===== src/rtl/hazard_sequencer.sv =====
// Pipeline hazard sequencer: load-use bubbles, taken-branch flushes, memory-wait freeze and timeout.
// Optional performance counters are built when HAZ_PERF_CNT_EN is defined.
module hazard_sequencer #(
    parameter int unsigned MAX_WAIT = 15,
    parameter int unsigned CNT_W    = 32
) (
    input  logic             CLK,
    input  logic             RST,
    input  logic [4:0]       DE_rs1,
    input  logic [4:0]       DE_rs2,
    input  logic             DE_uses_rs1,
    input  logic             DE_uses_rs2,
    input  logic [4:0]       DE_EX_rd,
    input  logic             DE_EX_memRead,
    input  logic             EX_branch_taken,
    input  logic             MEM_req,
    input  logic             MEM_ready,
    output logic             PC_write,
    output logic             IF_DE_write,
    output logic             IF_DE_flush,
    output logic             DE_EX_write,
    output logic             DE_EX_flush,
    output logic             EX_MEM_write,
    output logic             MEM_WB_bubble,
    output logic             mem_err,
    output logic [CNT_W-1:0] stall_cycles,
    output logic [CNT_W-1:0] flush_count
);

    localparam int unsigned WAIT_W = (MAX_WAIT < 2) ? 1 : $clog2(MAX_WAIT + 1);

    localparam logic [1:0] RUN      = 2'd0;
    localparam logic [1:0] MEM_WAIT = 2'd1;
    localparam logic [1:0] TIMEOUT  = 2'd2;

    logic [1:0]        state, state_nx;
    logic [WAIT_W-1:0] wait_cnt, wait_nx;
    logic              err_nx;
    logic              frozen;
    logic              hazard;
    logic              branch_apply;
    logic              load_use_apply;

    assign hazard = DE_EX_memRead && (DE_EX_rd != 5'd0) &&
                    ((DE_uses_rs1 && (DE_rs1 == DE_EX_rd)) ||
                     (DE_uses_rs2 && (DE_rs2 == DE_EX_rd)));

    // Freeze covers the detecting RUN cycle, every unfinished wait cycle and TIMEOUT.
    always_comb begin
        frozen = 1'b0;
        case (state)
            RUN:      frozen = MEM_req && !MEM_ready;
            MEM_WAIT: frozen = !MEM_ready;
            TIMEOUT:  frozen = 1'b1;
            default:  frozen = 1'b0;
        endcase
    end

    assign branch_apply   = !frozen && EX_branch_taken;
    assign load_use_apply = !frozen && !EX_branch_taken && hazard;

    // Pipeline control: reset > freeze > branch flush > load-use stall.
    always_comb begin
        PC_write      = 1'b1;
        IF_DE_write   = 1'b1;
        IF_DE_flush   = 1'b0;
        DE_EX_write   = 1'b1;
        DE_EX_flush   = 1'b0;
        EX_MEM_write  = 1'b1;
        MEM_WB_bubble = 1'b0;
        if (RST) begin
            PC_write      = 1'b0;
            IF_DE_write   = 1'b0;
            IF_DE_flush   = 1'b1;
            DE_EX_flush   = 1'b1;
            EX_MEM_write  = 1'b0;
            MEM_WB_bubble = 1'b1;
        end else if (frozen) begin
            PC_write      = 1'b0;
            IF_DE_write   = 1'b0;
            DE_EX_write   = 1'b0;
            EX_MEM_write  = 1'b0;
            MEM_WB_bubble = 1'b1;
        end else if (branch_apply) begin
            IF_DE_flush   = 1'b1;
            DE_EX_flush   = 1'b1;
        end else if (load_use_apply) begin
            PC_write      = 1'b0;
            IF_DE_write   = 1'b0;
            DE_EX_flush   = 1'b1;
        end
    end

    // wait_cnt holds the number of wait cycles already spent when in MEM_WAIT.
    always_comb begin
        state_nx = state;
        wait_nx  = wait_cnt;
        err_nx   = mem_err;
        case (state)
            RUN: begin
                if (MEM_req && !MEM_ready) begin
                    state_nx = MEM_WAIT;
                    wait_nx  = WAIT_W'(1);
                end
            end
            MEM_WAIT: begin
                if (MEM_ready) begin
                    state_nx = RUN;
                    wait_nx  = '0;
                end else if ((MAX_WAIT != 0) && (wait_cnt == WAIT_W'(MAX_WAIT))) begin
                    state_nx = TIMEOUT;
                    err_nx   = 1'b1;
                end else begin
                    wait_nx  = wait_cnt + WAIT_W'(1);
                end
            end
            TIMEOUT:  state_nx = TIMEOUT;
            default:  state_nx = RUN;
        endcase
    end

    always_ff @(posedge CLK) begin
        if (RST) begin
            state    <= RUN;
            wait_cnt <= '0;
            mem_err  <= 1'b0;
        end else begin
            state    <= state_nx;
            wait_cnt <= wait_nx;
            mem_err  <= err_nx;
        end
    end

`ifdef HAZ_PERF_CNT_EN
    logic [CNT_W-1:0] stall_q;
    logic [CNT_W-1:0] flush_q;

    // Saturating event counters.
    always_ff @(posedge CLK) begin
        if (RST) begin
            stall_q <= '0;
            flush_q <= '0;
        end else begin
            if ((frozen || load_use_apply) && (stall_q != '1))
                stall_q <= stall_q + CNT_W'(1);
            if (branch_apply && (flush_q != '1))
                flush_q <= flush_q + CNT_W'(1);
        end
    end

    assign stall_cycles = stall_q;
    assign flush_count  = flush_q;
`else
    assign stall_cycles = '0;
    assign flush_count  = '0;
`endif

endmodule


===== config.mk =====
export PLATFORM = sky130hd
export DESIGN_NAME = hazard_sequencer
export DESIGN_NICKNAME = d
export VERILOG_FILES = /design/src/rtl/hazard_sequencer.sv
export SDC_FILE = /design/constraint.sdc
export NUM_CORES = 1
export LEC_CHECK = 0
export ABC_AREA = 1
export CORE_MARGIN = 2
export CORE_UTILIZATION = 32
export DETAILED_ROUTE_END_ITERATION = 16
export PLACE_DENSITY = 0.86
export SLEW_MARGIN = 20
export SYNTH_ARGS = -nofsm -noshare
export SYNTH_HDL_FRONTEND = slang
export SYNTH_SLANG_ARGS = --single-unit

===== constraint.sdc =====
create_clock -name CLK -period 1.9 [get_ports CLK]
set_clock_uncertainty 0.05 [all_clocks]
set_input_delay 0.38 -clock CLK [delete_from_list [all_inputs] [get_ports CLK]]
set_output_delay 0.38 -clock CLK [all_outputs]
set_load 0.02 [all_outputs]

Yosys cells after proc, flatten, opt, wreduce, memory -nomap -nowiden
Cells that the tools add are included.
{"block": "word_totals", "reg_bits": 7, "output_inout_bits": 72, "inputBits": 23}
{"block": "op_classes", "n_eq_ne": 8, "n_reduce_logical": 18, "addsub": 1, "bitwise_logic": 1, "mux": 25}
{"operator": "$mux W1", "count": 16}
{"operator": "$mux W4", "count": 3}
{"operator": "$eq A5 B5 Y1", "count": 2}
{"operator": "$logic_and A1 B1 Y1", "count": 8}
{"operator": "$pmux W4 S2", "count": 1}
{"operator": "$mux W2", "count": 3}
{"operator": "$ne A3 B3 Y1 const B", "count": 2}
{"operator": "$pmux W2 S3", "count": 1}
{"operator": "$reduce_and A3 Y1", "count": 2}
{"operator": "$reduce_bool A5 Y1", "count": 1}
{"operator": "$add A4 B1 Y4 const B", "count": 1}
{"operator": "$eq A4 B4 Y1 const B", "count": 1}
{"operator": "$logic_not A1 Y1", "count": 3}
{"operator": "$pmux W1 S3", "count": 1}
{"operator": "$eq A2 B1 Y1 const B", "count": 1}
{"operator": "$eq A2 B2 Y1 const B", "count": 1}
{"operator": "$logic_not A2 Y1", "count": 1}
{"operator": "$ne A2 B2 Y1 const B", "count": 1}
{"operator": "$reduce_and A2 Y1", "count": 1}
{"operator": "$reduce_bool A2 Y1", "count": 1}
{"operator": "$logic_or A1 B1 Y1", "count": 1}
{"operator": "$not A1 Y1", "count": 1}

Depth between registers and ports, before layout
Gate-level depths: netlist of run 1.
{"block": "logic_depth", "word_depth": 10, "mapped_depth": 9}

Worst setup path before layout of run 1
OpenSTA, ideal clock, no wires.
{"block": "synth_path", "path_type": "register to output", "start": "register state[1]", "end": "output PC_write", "path_buffers": 1, "stages_incl_launch_ff": 7, "setup_slack_ps": -53, "t_required_ps": 1470, "t_arrival_ps": 1523, "path_cell_list": "dfxtp_1 nor2_2 nand2_4 nand2_1 nand2_1 a21oi_1 buf_4"}
{"block": "synth_via", "elab_chain_len": 9, "elab_cells_between_ends": 12, "cone_classes": "eq/ne (2); mux (5); reduce/logical (5)"}
{"item": "from (decl)", "line_no": "36", "source": "logic [1:0] state, state_nx;"}
{"item": "from (signal assigned)", "line_no": "128", "source": "state <= state_nx;"}
{"item": "$eq A2 B2 Y1 (tied with other cells)", "line_no": "51", "source": "case (state)"}
{"item": "$pmux W1 S3 *", "line_no": "51"}
{"item": "$logic_not A1 Y1", "line_no": "59, 60"}
{"item": "$logic_and A1 B1 Y1 (2 in a row)", "line_no": "60", "source": "assign load_use_apply = !frozen && !EX_branch_taken && hazard;"}
{"item": "$mux W1 (2 in a row)"}
{"item": "$mux W1 * (2 in a row)"}
{"item": "to (decl)", "line_no": "18", "source": "output logic PC_write,"}
Every way passes the cells marked *; elsewhere a longest branch is shown, timed or not.

Final worst setup path of run 1
{"block": "layout_path", "start": "input DE_uses_rs2", "end": "output DE_EX_flush"}
{"block": "layout_via", "elab_chain_len": 8}
{"item": "from (decl)", "line_no": "12", "source": "input logic DE_uses_rs2,"}
{"item": "$logic_and A1 B1 Y1", "line_no": "46", "source": "(DE_uses_rs2 && (DE_rs2 == DE_EX_rd)));"}
{"item": "$logic_or A1 B1 Y1", "line_no": "45", "source": "((DE_uses_rs1 && (DE_rs1 == DE_EX_rd)) ||"}
{"item": "$logic_and A1 B1 Y1", "line_no": "44", "source": "assign hazard = DE_EX_memRead && (DE_EX_rd != 5'd0) &&"}
{"item": "$logic_and A1 B1 Y1", "line_no": "60"}
{"item": "$mux W1", "line_no": "87", "source": "end else if (load_use_apply) begin"}
{"item": "$mux W1", "line_no": "84", "source": "end else if (branch_apply) begin"}
{"item": "$mux W1", "line_no": "78", "source": "end else if (frozen) begin"}
{"item": "$mux W1", "line_no": "71", "source": "if (RST) begin"}
{"item": "to (decl)", "line_no": "22", "source": "output logic DE_EX_flush,"}
Every way passes these cells.

==> results of run 1 <==
## routing by layer
layer	global-route usage	up-vias	share of wire
met5	0	-	0
met1	0.0955	414	0.38
li1	-	512	-
met2	0.161	48	0.51
met4	0.0326	0	0.0075
met3	0.0214	4	0.10
## cell usage after synthesis
| master | instances | share of area |
|---|---|---|
| nand2_1 | 42 | 0.14 |
| ha_1 | 1 | 0.011 |
| inv_1 | 19 | 0.063 |
| o21ai_1 | 4 | 0.018 |
| nor2_2 | 1 | 0.0055 |
| dfxtp_1 | 7 | 0.12 |
| nand2_4 | 1 | 0.010 |
| nand2_2 | 2 | 0.011 |
| nand3_1 | 6 | 0.027 |
| buf_4 | 65 | 0.43 |
| a21oi_2 | 1 | 0.0078 |
| or2_2 | 1 | 0.0055 |
| inv_2 | 6 | 0.020 |
| nand4_1 | 2 | 0.011 |
| a21oi_1 | 5 | 0.022 |
| conb_1 | 1 | 0.0033 |
| nor2_1 | 17 | 0.057 |
| o21ai_0 | 2 | 0.0089 |
| and3_1 | 1 | 0.0055 |
| nor3_2 | 1 | 0.0089 |
| nand3_2 | 1 | 0.0089 |
## final cells by class
cell class | count | share of cell area
Sequential cell | 7 | 0.106
Timing Repair Buffer | 37 | 0.252
Clock buffer | 4 | 0.0198
Inverter | 25 | 0.0708
Tap cell | 46 | 0.0434
Multi-Input combinational cell | 152 | 0.508
## through the flow
stage | utilization | setup TNS (ns) | setup slack [ns] | hold slack (ns)
final | 0.394 | 0 | 0.0538 | 0.393
after global routing | 0.394 | -0.0213 | -0.0213 | 0.421
after CTS | 0.391 | 0 | 0.00333 | 0.397
after detailed placement | 0.384 | -3.83 | -0.692 | 0.389
after global placement | 0.384 | -3.55 | -0.638 | 0.388
after floorplan | - | 0 | 0.103 | 0.399
## registers in the layout, indices dropped and copies added, names as in the netlist
name	count
wait_cnt	4
state	2
mem_err	1
## power groups by stage
stage | clock (W) | sequential [W] | combinational, W
2_1_floorplan | 0 | 0.000158 | 0.000297
3_3_place_gp | 0 | 0.000159 | 0.000290
3_5_place_dp | 0 | 0.000159 | 0.000292
4_1_cts | 0.000139 | 0.000156 | 0.000283
5_1_grt | 0.000145 | 0.000157 | 0.000312
6_report | 0.000132 | 0.000156 | 0.000286
## how the worst min path moves through the flow
stage / from / to / slack (ns) / cells after the start
6_report: mem_err$_SDFFE_PP0P_ / mem_err$_SDFFE_PP0P_ / 0.39 / 2
5_1_grt: mem_err$_SDFFE_PP0P_ / mem_err$_SDFFE_PP0P_ / 0.42 / 2
4_1_cts: mem_err$_SDFFE_PP0P_ / mem_err$_SDFFE_PP0P_ / 0.40 / 2
3_5_place_dp: mem_err$_SDFFE_PP0P_ / mem_err$_SDFFE_PP0P_ / 0.39 / 2
3_3_place_gp: mem_err$_SDFFE_PP0P_ / mem_err$_SDFFE_PP0P_ / 0.39 / 2
2_1_floorplan: RST / mem_err$_SDFFE_PP0P_ / 0.40 / 1
## worst max-delay path: stages
cell,delay [ns]
clkdlybuf4s50_1,0.46
nand2_1,0.05
nor2_1,0.08
nand3_1,0.08
nand2_2,0.12
nand2_2,0.06
nand3_2,0.06
buf_6,0.11
## cells by family (layout without fill, tap and decap cells)
logic type | after synthesis | after routing | share of synthesized area
flip-flops | 7 | 7 | 0.124
other | 1 | 64 | 0.00332
buffers and inverters | 90 | 66 | 0.516
AO/OA/AOI/OAI | 12 | 12 | 0.0565
adder cells (fa/ha/maj) | 1 | 1 | 0.0111
AND/OR/NAND/NOR | 75 | 75 | 0.289
## layout by cell type, fill, tap and decap left out, drive strengths merged
master	instances
conb	64
nand2	45
inv	25
nor2	18
dlygate4sd2	16
buf	11
dfxtp	7
nand3	7
o21ai	6
a21oi	6
clkdlybuf4s50	5
clkbuf	5
nand4	2
dlymetal6s2s	2
clkdlybuf4s15	2
nor3	1
or2	1
and3	1
ha	1
## what timing repair did
action | 4_1_cts | 5_1_grt
setup buffers | 0 | 0
pin swaps | 8 | 4
setup endpoints to repair | 7 | 5
resized for setup | 49 | 8
==> qor.yml, run 1 <==
die:
  die_h_microns: 63.4
  num_rows: 21
  initial_core_util: 0.336
  core_sq_um: 3360
  boundaryPins: 95
  die_area_sq_um: 4020
  die_w_microns: 63.4
pwr:
  p_per_area_nw_per_um2: 433
  p_leak_nw: 0.803
  switchingPower_w: 0.000258
  pwr-share-clk: 0.229
  netSwitchingFraction: 0.449
  internal-power_w: 0.000316
  power_w: 0.000574
  p_comb_frac: 0.499
  p_seq_frac: 0.272
  max-vdd-ir-drop_mv: 0.217
grt:
  grt_pass1_vias: 755
  grt_overflow_total: 0
  grt_first_pass_wirelength_mm: 2.88
  grt_usage: 0.0873
  grt_max_degree: 6
  antenna_found_initial: 0
final_layout:
  final_layout_size_suffix_gt1_frac: 0.173
  n_fill_cell: 390
  antenna_cells: 0
  final_cells: 271
  multi_input_area_sq_um: 674
  fin_area_sq_um: 1330
  register_area_sq_um: 140
  nets: 250
  area_delta_synth_final_pct: 17.5
worst_setup_path:
  cp-startpoint: "DE_uses_rs2"
  r2r-end: "wait_cnt[2]$_SDFFE_PP0P_"
  setup.worst_path.end: "DE_EX_flush"
  worstReg2RegStart: "wait_cnt[0]$_SDFFE_PP0P_"
  worstPathRequired_ns: 1.47
  arrival_ns: 1.42
  r2r_slack_ns: 0.59
  cp_max_fo: 2
  critPathCaptureType: "output port"
  reg2reg_depth: 7
  critPathKind: "in2out"
  worstSetupStartpointType: "primary input"
synthesis:
  ys_seq_area_frac: 0.124
  ys_types: 21
  synth_cells: 186
  avgSynthCellArea_sq_um: 6.07
  ys_ff_latch: 7
  yosysWarnings: 0
  syn_area_sq_um: 1130
place:
  dp_hpwl_mm: 1.70
  io_buffers: 30
  dp.cells: 267
  place_area_sq_um: 1290
  gp_congestion: 0.781
routing:
  avgViaCountPerCell: 3.61
  drc_errors: 0
  drt_iter0_markers: 18
  vias: 978
  firstDrtPassIters: 2
  antenna_left: 0
  wl_mm: 1.87
  wire_per_inst_microns: 6.90
min_path:
  hold_path.class: "reg2reg"
timing:
  fmax_ghz: 0.542
  finalHoldViolations: 0
  slew_viol_final: 0
  min_period_ns: 1.85
  fin_crit_sh: 0.972
  rsz0062_at_grt: "yes"
  setup_viol: 0
flow_run:
  cap_violations: 0
cts:
  clockRootBuffer: "clkbuf_4"
  clk_path_buf_depth: 2
  clock-sinks: 7
  clkTransAtPathRegs_ns: 0.05
  clk_latency_ns: 0.25
  htreeDepth: 1
  cts_hold_buf: 0
  cts_made_buffers: 3
  cts_tree: "yes"
status:
  status: "finished clean"
Note: power is estimated with default switching activity, not from simulation.
==> run 2: changes to the inputs <==
==> constraint.sdc (replaced) <==
create_clock -name CLK -period 2.1 [get_ports CLK]
set_clock_uncertainty 0.05 [all_clocks]
set_input_delay 0.42 -clock CLK [delete_from_list [all_inputs] [get_ports CLK]]
set_output_delay 0.42 -clock CLK [all_outputs]
set_load 0.02 [all_outputs]
==> qor.yml, run 2 (synthesis gave the netlist of run 1 again) <==
final_layout:
  antenna_cells: 0  # unchanged
  fin_util: 0.398  # +0.00372
  final_layout_size_suffix_gt1_frac: 0.173  # -0.000767
  area_delta_synth_final_pct: 18.6
  largest_register_ffs: 4  # unchanged
  final_common_cell: "conb_1"
  mostFrequentLayoutCells: "64 x conb_1, 38 x nand2_1, 19 x inv_1"
  regMostFlops: "wait_cnt"
  final_cells: 272  # +0.37%
  fin_area_sq_um: 1340  # +0.94%
  top_regs: "wait_cnt: 4 flops, state: 2 flops, mem_err: 1 flops"
  nets: 251  # +0.40%
worst_setup_path:
  reg2reg_depth: 7  # unchanged
  r2r_slack_ns: 0.76  # +0.17 ns
  worstReg2RegStart: "wait_cnt[0]$_SDFFE_PP0P_"
  cp_max_fo: 3  # +1
  worstSetupStartpointType: "primary input"
  critPathCaptureType: "output port"
  arrival_ns: 1.57  # +0.15 ns
  cp-startpoint: "MEM_req"
  r2r-end: "wait_cnt[2]$_SDFFE_PP0P_"
  worstPathRequired_ns: 1.63  # +0.16 ns
  critPathKind: "in2out"
cts:
  clk_path_buf_depth: 2  # unchanged
  cts_made_buffers: 3  # unchanged
  clock-sinks: 7  # unchanged
  clk_latency_ns: 0.25  # about the same
  clockRootBuffer: "clkbuf_4"
  clkTransAtPathRegs_ns: 0.05  # about the same
  htreeDepth: 1  # unchanged
  cts_tree: "yes"
  cts_setup_buffers: 0  # unchanged
timing:
  slew_viol_final: 0  # unchanged
  fin_crit_sh: 0.972
  finalHoldViolations: 0  # unchanged
  setup_viol: 0  # unchanged
  fmax_ghz: 0.490
  min_period_ns: 2.04
  rsz0062_at_grt: "yes"
  hold-worst-slack_ns: 0.403  # +0.00978 ns
min_path:
  hold_path.class: "reg2reg"
  hp-start: "mem_err$_SDFFE_PP0P_"
  hold_end: "mem_err$_SDFFE_PP0P_"
  hold_path_depth: 2  # unchanged
place:
  place_area_sq_um: 1290  # +0.29%
  dp_hpwl_mm: 1.79  # +4.8%
  gp_congestion: 0.858  # +9.9%
  dp.cells: 268  # +0.37%
  io_buffers: 30  # unchanged
pwr:
  p_leak_nw: 0.825  # +2.7%
  pwr-share-clk: 0.232  # +0.003
  internal-power_w: 0.000290  # -8.3%
  power_w: 0.000528  # -8.0%
  netSwitchingFraction: 0.451  # +0.00171
  max-vdd-ir-drop_mv: 0.260  # +20%
  p_comb_frac: 0.500  # about the same
  switchingPower_w: 0.000238  # -7.6%
  p_per_area_nw_per_um2: 394  # -8.8%
  p_seq_frac: 0.268  # -0.004
routing:
  avgViaCountPerCell: 3.64  # +0.85%
  wire_per_inst_microns: 7.70  # +12%
  drc_errors: 0  # unchanged
  firstDrtPassIters: 4  # +2
  wl_mm: 2.10  # +12%
  vias: 990  # +1.2%
  antenna_left: 0  # unchanged
  drt_iter0_markers: 25  # +7
flow_run:
  cap_violations: 0  # unchanged
die:
  num_rows: 21  # unchanged
  die_h_microns: 63.4  # unchanged
  core_sq_um: 3360  # unchanged
  boundaryPins: 95  # unchanged
  die_w_microns: 63.4  # unchanged
  die_area_sq_um: 4020  # unchanged
  initial_core_util: 0.336  # unchanged
status:
  status: "finished clean"
grt:
  grt_max_degree: 6  # unchanged
  grt_first_pass_wirelength_mm: 3.17  # +10%
  grt_overflow_total: 0  # unchanged
  grt_usage: 0.0963  # +0.00902
  grt_pass1_vias: 811  # +7.4%
  antenna_found_initial: 0  # unchanged
==> run 2: critical path, stage by stage <==
cell	delay, ns
clkdlybuf4s50_1	0.50
nand2_2	0.08
nand2_4	0.06
nand2_2	0.07
inv_2	0.08
nor2_2	0.05
a21oi_2	0.16
buf_4	0.16
==> run 2: area by class of cell <==
class	instances	area, sq um
fillers	378	2020
multi-input cells	152	667
repair buffers	38	354
flip-flops and latches	7	140
inverters	25	93.8
well taps	46	57.6
clock buffers	4	26.3
==> run 2: how the worst max path moves through the flow <==
stage                   to  slack, ns  cells past startpoint
5_1_grt           PC_write      -0.01                      8
3_5_place_dp      PC_write      -0.57                      8
2_1_floorplan     PC_write       0.08                      7
6_report          PC_write       0.06                      8
4_1_cts        DE_EX_flush       0.02                     10
3_3_place_gp   DE_EX_flush      -0.54                     10
==> run 2: repair_timing <==
action | CTS | global route
pin swaps | 3 | 8
gates cloned | 0 | 0
endpoints found under the setup margin | 7 | 5
hold buffers | 0 | 0
gates resized for setup | 37 | 10
==> run 2: power by group through the flow <==
stage / combinational [W] / sequential [W] / clock, W
after floorplan: 0.000268 / 0.000143 / 0
after global placement: 0.000264 / 0.000144 / 0
after detailed placement: 0.000266 / 0.000144 / 0
after CTS: 0.000262 / 0.000141 / 0.000131
after global routing: 0.000289 / 0.000142 / 0.000136
final: 0.000264 / 0.000141 / 0.000122
==> run 2: layer usage <==
metal / vias to the layer above / part of all wire / wire [microns] / GRT usage
met5: - / 0 / 0 / 0
met4: 0 / 0 / 0 / 0.0462
met3: 0 / 0.080 / 168 / 0.0161
met2: 55 / 0.51 / 1060 / 0.174
met1: 422 / 0.41 / 865 / 0.109
li1: 513 / - / - / -
==> run 2: stage by stage <==
step           setup TNS (ns)  worst slack, ns
2_1_floorplan               0           0.0816
3_3_place_gp            -3.01           -0.537
3_5_place_dp            -3.30           -0.575
4_1_cts                     0           0.0173
5_1_grt               -0.0344          -0.0125
6_report                    0           0.0588
